==> config.mk <==
export PLATFORM = sky130hd
export DESIGN_NAME = mem_arbiter
export DESIGN_NICKNAME = d
export VERILOG_FILES = /design/src/rtl/mem_arbiter.sv
export SDC_FILE = /design/constraint.sdc
export NUM_CORES = 1
export LEC_CHECK = 0
export ABC_AREA = 1
export BUFFER_PORTS_ARGS = -buffer_cell sky130_fd_sc_hd__buf_4
export CAP_MARGIN = 20
export CORE_MARGIN = 4
export CORE_UTILIZATION = 39
export CTS_CLUSTER_SIZE = 25
export DETAILED_ROUTE_END_ITERATION = 16
export GPL_ROUTABILITY_DRIVEN = 0
export GPL_TIMING_DRIVEN = 0
export PLACE_DENSITY = 0.78
export SLEW_MARGIN = 20
export SYNTH_ARGS = -nofsm -noshare
export SYNTH_HDL_FRONTEND = slang
export SYNTH_SLANG_ARGS = --single-unit
==> constraint.sdc <==
create_clock -name clk -period 0.9 [get_ports clk]
set_input_delay 0.135 -clock clk [delete_from_list [all_inputs] [get_ports clk]]
set_output_delay 0.135 -clock clk [all_outputs]
set_load 0.03 [all_outputs]
==> src/rtl/mem_arbiter.sv <==
// Round-robin arbiter sharing one single-ported block RAM between the CPU and an
// auxiliary master; one transaction in flight, read data returned two cycles after sampling.
module mem_arbiter #(
   parameter int ADDR_W = 16,
   parameter int DATA_W = 16
) (
   input  logic              clk,
   input  logic              rst,
   input  logic              cpu_req,
   input  logic              cpu_we,
   input  logic [ADDR_W-1:0] cpu_addr,
   input  logic [DATA_W-1:0] cpu_wdata,
   output logic              cpu_gnt,
   output logic              cpu_rvalid,
   output logic [DATA_W-1:0] cpu_rdata,
   input  logic              aux_req,
   input  logic              aux_we,
   input  logic [ADDR_W-1:0] aux_addr,
   input  logic [DATA_W-1:0] aux_wdata,
   output logic              aux_gnt,
   output logic              aux_rvalid,
   output logic [DATA_W-1:0] aux_rdata,
   output logic [ADDR_W-1:0] mem_addr,
   output logic [DATA_W-1:0] mem_wdata,
   output logic              mem_we,
   input  logic [DATA_W-1:0] mem_rdata
);

   typedef enum logic [1:0] {IDLE, ACCESS, RESP} state_t;

   state_t            state, state_nxt;
   logic              owner, owner_nxt;   // 0 = CPU, 1 = AUX
   logic              last, last_nxt;
   logic              lat_we, lat_we_nxt;
   logic [ADDR_W-1:0] lat_addr, lat_addr_nxt;
   logic [DATA_W-1:0] lat_wdata, lat_wdata_nxt;
   logic              winner;

   // On a tie the master that did not win last time goes first.
   assign winner = (cpu_req && aux_req) ? ~last : aux_req;

   always_comb begin
      state_nxt     = state;
      owner_nxt     = owner;
      last_nxt      = last;
      lat_we_nxt    = lat_we;
      lat_addr_nxt  = lat_addr;
      lat_wdata_nxt = lat_wdata;
      case (state)
         IDLE: begin
            if (cpu_req || aux_req) begin
               state_nxt     = ACCESS;
               owner_nxt     = winner;
               last_nxt      = winner;
               lat_we_nxt    = winner ? aux_we    : cpu_we;
               lat_addr_nxt  = winner ? aux_addr  : cpu_addr;
               lat_wdata_nxt = winner ? aux_wdata : cpu_wdata;
            end
         end
         ACCESS:  state_nxt = lat_we ? IDLE : RESP;
         RESP:    state_nxt = IDLE;
         default: state_nxt = IDLE;
      endcase
   end

   always_ff @(posedge clk) begin
      if (rst) begin
         state     <= IDLE;
         owner     <= 1'b0;
         last      <= 1'b1;
         lat_we    <= 1'b0;
         lat_addr  <= '0;
         lat_wdata <= '0;
      end else begin
         state     <= state_nxt;
         owner     <= owner_nxt;
         last      <= last_nxt;
         lat_we    <= lat_we_nxt;
         lat_addr  <= lat_addr_nxt;
         lat_wdata <= lat_wdata_nxt;
      end
   end

   // Everything handed back to the masters is suppressed while rst is high so an
   // aborted transaction leaves no trace, including a write sitting in ACCESS.
   assign mem_addr   = lat_addr;
   assign mem_wdata  = lat_wdata;
   assign mem_we     = (state == ACCESS) && lat_we && !rst;
   assign cpu_gnt    = (state == ACCESS) && !owner && !rst;
   assign aux_gnt    = (state == ACCESS) &&  owner && !rst;
   assign cpu_rvalid = (state == RESP)   && !owner && !rst;
   assign aux_rvalid = (state == RESP)   &&  owner && !rst;
   assign cpu_rdata  = cpu_rvalid ? mem_rdata : '0;
   assign aux_rdata  = aux_rvalid ? mem_rdata : '0;

endmodule

---- Word-level counts from Yosys, hierarchy flattened ----
Index checks and enable logic that the tools add are counted.
operators by class
  add/subtract/negate cells ............... 0
  $mul .................................... 0
  div/mod/pow operators ................... 0
  magnitude comparators ................... 0
  eq/ne operators ......................... 3
  shifts and indexed selects .............. 0
  muxes and demuxes ....................... 9
  bitwise operators ....................... 1
  reductions and logical operators ........ 16
operators by type and width
  cell                                                  number
  two-way mux 16 bit                                    4
  logical AND 1 bit                                     11
  two-way mux 2 bit                                     2
  case mux 2 bit (2 select lines)                       1
  equality test 2 x 1 -> 1 bit (second input constant)  1
  equality test 2 bit (second input constant)           1
  zero test 1 bit                                       2
  zero test 2 bit                                       1
  two-way mux 1 bit                                     2
  inequality test 2 bit (second input constant)         1
  AND reduction 2 bit                                   1
  logical OR 1 bit                                      1
  inverter 1 bit                                        1
storage, ports and cells
  register bits ........................... 37
  latch bits .............................. 0
  bits in writable memories ............... 0
  memory bits (read-only) ................. 0
  word-level logic and storage cells ...... 35
  memories kept ........................... 0

---- Depth between registers and ports, before layout ----
  depth after elaboration ................. 4
  depth in mapped cells ................... 7
  depth with buffers taken out ............ 6

---- Worst setup path after synthesis ----
No wires, ideal clock.
  kind .................................... register -> output
  from .................................... register state[1]
  to ...................................... output aux_rdata[10]
  data arrival time ....................... 1.251 ns
  required time ........................... 0.765 ns
  setup slack ............................. -0.486 ns
  stages on the path, launching flop included .. 6
  path buffers ............................ 1
  cell sequence ........................... dfxtp_1 -> inv_1 -> nor2_1 -> nand2_1 -> buf_2 -> nor2_1
between the ends
  word-level cells in the longest chain between the ends .. 4
ends and longest elaborated chain
  element                         line  RTL
  from (decl)                     31    state_t state, state_nxt;
  from (signal assigned)          75    state <= state_nxt;
  equality test 2 bit             92    assign aux_rvalid = (state == RESP) && owner && !rst;
  logical AND 1 bit (2 in a row)  92
  two-way mux 16 bit              94    assign aux_rdata = aux_rvalid ? mem_rdata : '0;
  to (decl)                       22    output logic [DATA_W-1:0] aux_rdata,
Every way passes these cells.

---- Final worst setup path ----
  from .................................... register state[0]
  to ...................................... output aux_rdata[7]
The elaborated chain is that of the path after synthesis.

==> impl_metrics.csv <==
group,metric,value,unit
logic_synthesis,synth_compound_area_share,10.9,%
logic_synthesis,synth_top_family_by_area,"simple AND/OR/NAND/NOR gates",
die,die_height,86.6,microns
logic_synthesis,synth.top_cells.by_count,"106 x nor2_1, 103 x nand2_1, 54 x inv_1",
critical_path,timing.rr.start,"state[1]$_SDFFE_PP0P_",
critical_path,cp.required,0.76,ns
power,powerDensity,1240,nW/um^2
critical_path,cp.arrival,1.37,ns
final_layout,fin_nets,661,
critical_path,crit_type,"reg -> out",
logic_synthesis,syn_nets,487,
sta,relSlewSlack,70.0,%
logic_synthesis,synth.mux.area_fraction,0,%
sta,fin_worst_hold_slack,0.0453,ns
final_layout,syn_to_final_growth,90.2,%
clocking,clk_latency,0.28,ns
sta,fin_crit,1.51,ns
sta,fin_tns_setup,-34.34,ns
logic_synthesis,synth_most_common_cell,"nor2_1",
critical_path,critPathMaxStageDelay,0.36,ns
logic_synthesis,yosys.area.top_type,"dfxtp_1",
logic_synthesis,synthFlopType,"dfxtp_1",
die,rows,28,
hold_path,whs_path_depth,2,
logic_synthesis,syn_area,2410,sq um
sta,rsz0062_at_grt,"yes",
clocking,numCtsBuffers,5,
die,die_w,86.6,microns
sta,drv_slew,0,
flow_run,cap_violations,0,
logic_synthesis,synth-edff-count,0,
grt,grt_pass1_vias,2906,
status,violations,"setup timing",
detailed_routing,route.vias.total,2960,
critical_path,path_max_fanout,5,
die,die_area,7490,sq um
sta,fin_crit_sh,168,%
final_layout,num_antenna_cells,0,
place,dp.final_hpwl,6290,microns
clocking,h-tree-depth,2,
grt,antenna_found_initial,0,
grt,grtUsageTotal,22.8,%
sta,clock_skew,0.00230,ns
critical_path,r2r_cells,9,
power,ir_worst_vdd,0.000894,V
power,fin_total_pwr,5670,uW
logic_synthesis,yosysWarnings,0,
hold_path,min-delay-start,"rst",
grt,grt_overflow,0,
sta,hold_viol_final,0,
logic_synthesis,synthDistinctLibCells,19,
sta,worst_pin_slew,0.450,ns
logic_synthesis,synth_xor_area_share,0,%
critical_path,start_kind,"flop",
hold_path,hold-path-endpoint,"state[0]$_SDFFE_PP0P_",
critical_path,cp_slowest_cell,"dfxtp_2",
die,core_area,5960,sq um
logic_synthesis,ys_async_sr_fraction,0,%
logic_synthesis,synth_adder_area_share,0,%
logic_synthesis,syn_area_per_cell,6.00,sq um
grt,grt_max_degree,11,
grt,grt_pass1_wl,13700,microns
critical_path,r2r_slack,-0.41,ns
logic_synthesis,netlist.area_leader.share,30.8,%
clocking,clock-root-buffer,"clkbuf_8",
detailed_routing,drtIter0Drc,59,
sta,setup_violations,79,
clocking,clockBufferDepth,2,
detailed_routing,remaining_drc_errors,0,
critical_path,reg2reg_to,"mem_addr[1]$_SDFFE_PP0P_",
critical_path,worstPathCellList,"nor2_4, buf_6, nand2_8, clkbuf_16, nor2_4, buf_6",
status,outcome,"finished, violations left",
clocking,cts_tree,"done",
die,initial_core_util,40.4,%
detailed_routing,drt_wl_total,8530,microns
clocking,clkTransAtPathRegs,0.07,ns
logic_synthesis,seq_area_frac_synth,30.8,%
sta,fin_ws,-0.608,ns
sta,fmax,663,MHz
logic_synthesis,synthSimpleGateAreaFrac,41.8,%
critical_path,startpoint,"state[0]$_SDFFE_PP0P_",
power,leakagePower,0.00229,uW
clocking,cts_sinks,37,
final_layout,drive_gt1_share,49.7,%
hold_path,hold_path_class,"in -> reg",
critical_path,end_kind,"output pin",
logic_synthesis,ys_ff_latch,37,
detailed_routing,antenna_left,0,
detailed_routing,dr.pass1.iters,4,
place,portBuffers,154,
detailed_routing,wire_per_inst,13.1,microns
die,io_pins,155,
logic_synthesis,synth_cells,401,
detailed_routing,via_per_inst,4.55,
logic_synthesis,synth.area.top_cells,"dfxtp_1 31%, nor2_1 17%, nand2_1 16%",
[cells by family after synthesis]
logic type / Yosys count
AOI/OAI and AO/OA: 35
and+or+nand+nor: 249
DFF: 37
buffers and inverters: 80
[registers in the layout, indices dropped and copies added, names as in the netlist]
name / count
last: 1
lat_we: 1
mem_wdata: 16
state: 2
mem_addr: 16
owner: 1
[area by class of cell]
type | count | area (sq um)
plain buffers | 25 | 224
clock buffers | 7 | 86.3
fillers | 459 | 1380
inverters | 55 | 214
multi-input cells | 284 | 1590
flip-flops and latches | 37 | 786
well taps | 75 | 93.8
repair buffers | 167 | 1590
[metrics by stage]
step | setup slack [ns] | utilization (%) | area (sq um) | instances
3_5_place_dp | -0.389 | 66.2 | 3940 | 630
5_1_grt | -0.660 | 76.9 | 4580 | 650
4_1_cts | -0.634 | 75.8 | 4510 | 647
6_report | -0.608 | 76.9 | 4580 | 650
3_3_place_gp | -0.381 | 66.2 | 3940 | 630
2_1_floorplan | -0.279 | - | 2690 | 401
[layer usage]
metal / share of wire, % / global-route usage, % / vias to the layer above
met5: 0 / 0 / -
met4: 0.76 / 4.67 / 0
met3: 11 / 8.17 / 8
met2: 51 / 41.3 / 117
met1: 37 / 25.7 / 1285
li1: - / - / 1550
[critical path: cells and delay by family (launching register included)]
kind,cells,cell delay [ns]
flip-flops,1,0.36
buffers and inverters,3,0.43
AND/OR/NAND/NOR,3,0.29
[how the worst max path moves through the flow]
stage,end,slack [ns],cells past startpoint
CTS,aux_rdata[10],-0.63,7
detailed placement,cpu_rdata[10],-0.39,6
global placement,cpu_rdata[10],-0.38,6
finish,aux_rdata[7],-0.61,6
floorplan,cpu_rdata[10],-0.28,5
global route,aux_rdata[7],-0.66,7
[cell usage in the layout (no fill, tap or decap), drive strengths merged]
cell and instances:
o21ai 2, nand2 104, a21boi 33, buf 186, nand3 37, dfxtp 37
clkbuf 13, clkinvlp 2, inv 53, nor2 108
[where the power goes]
part	switching (uW)	leakage [uW]	internal (uW)
Clock	587	0.0000443	608
Combinational	1330	0.00193	1120
Sequential	148	0.000318	1880
Total	2070	0.00229	3610
[timing repair]
action | in CTS | in global routing
endpoints found under the hold margin | 0 | 0
buffers inserted | 6 | 2
hold buffers | 0 | 0
setup endpoints to repair | 105 | 105
gates resized for setup | 123 | 11
pin swaps | 6 | 11
cloned | 4 | 1
No activity file was read; power rests on OpenSTA's default activity.
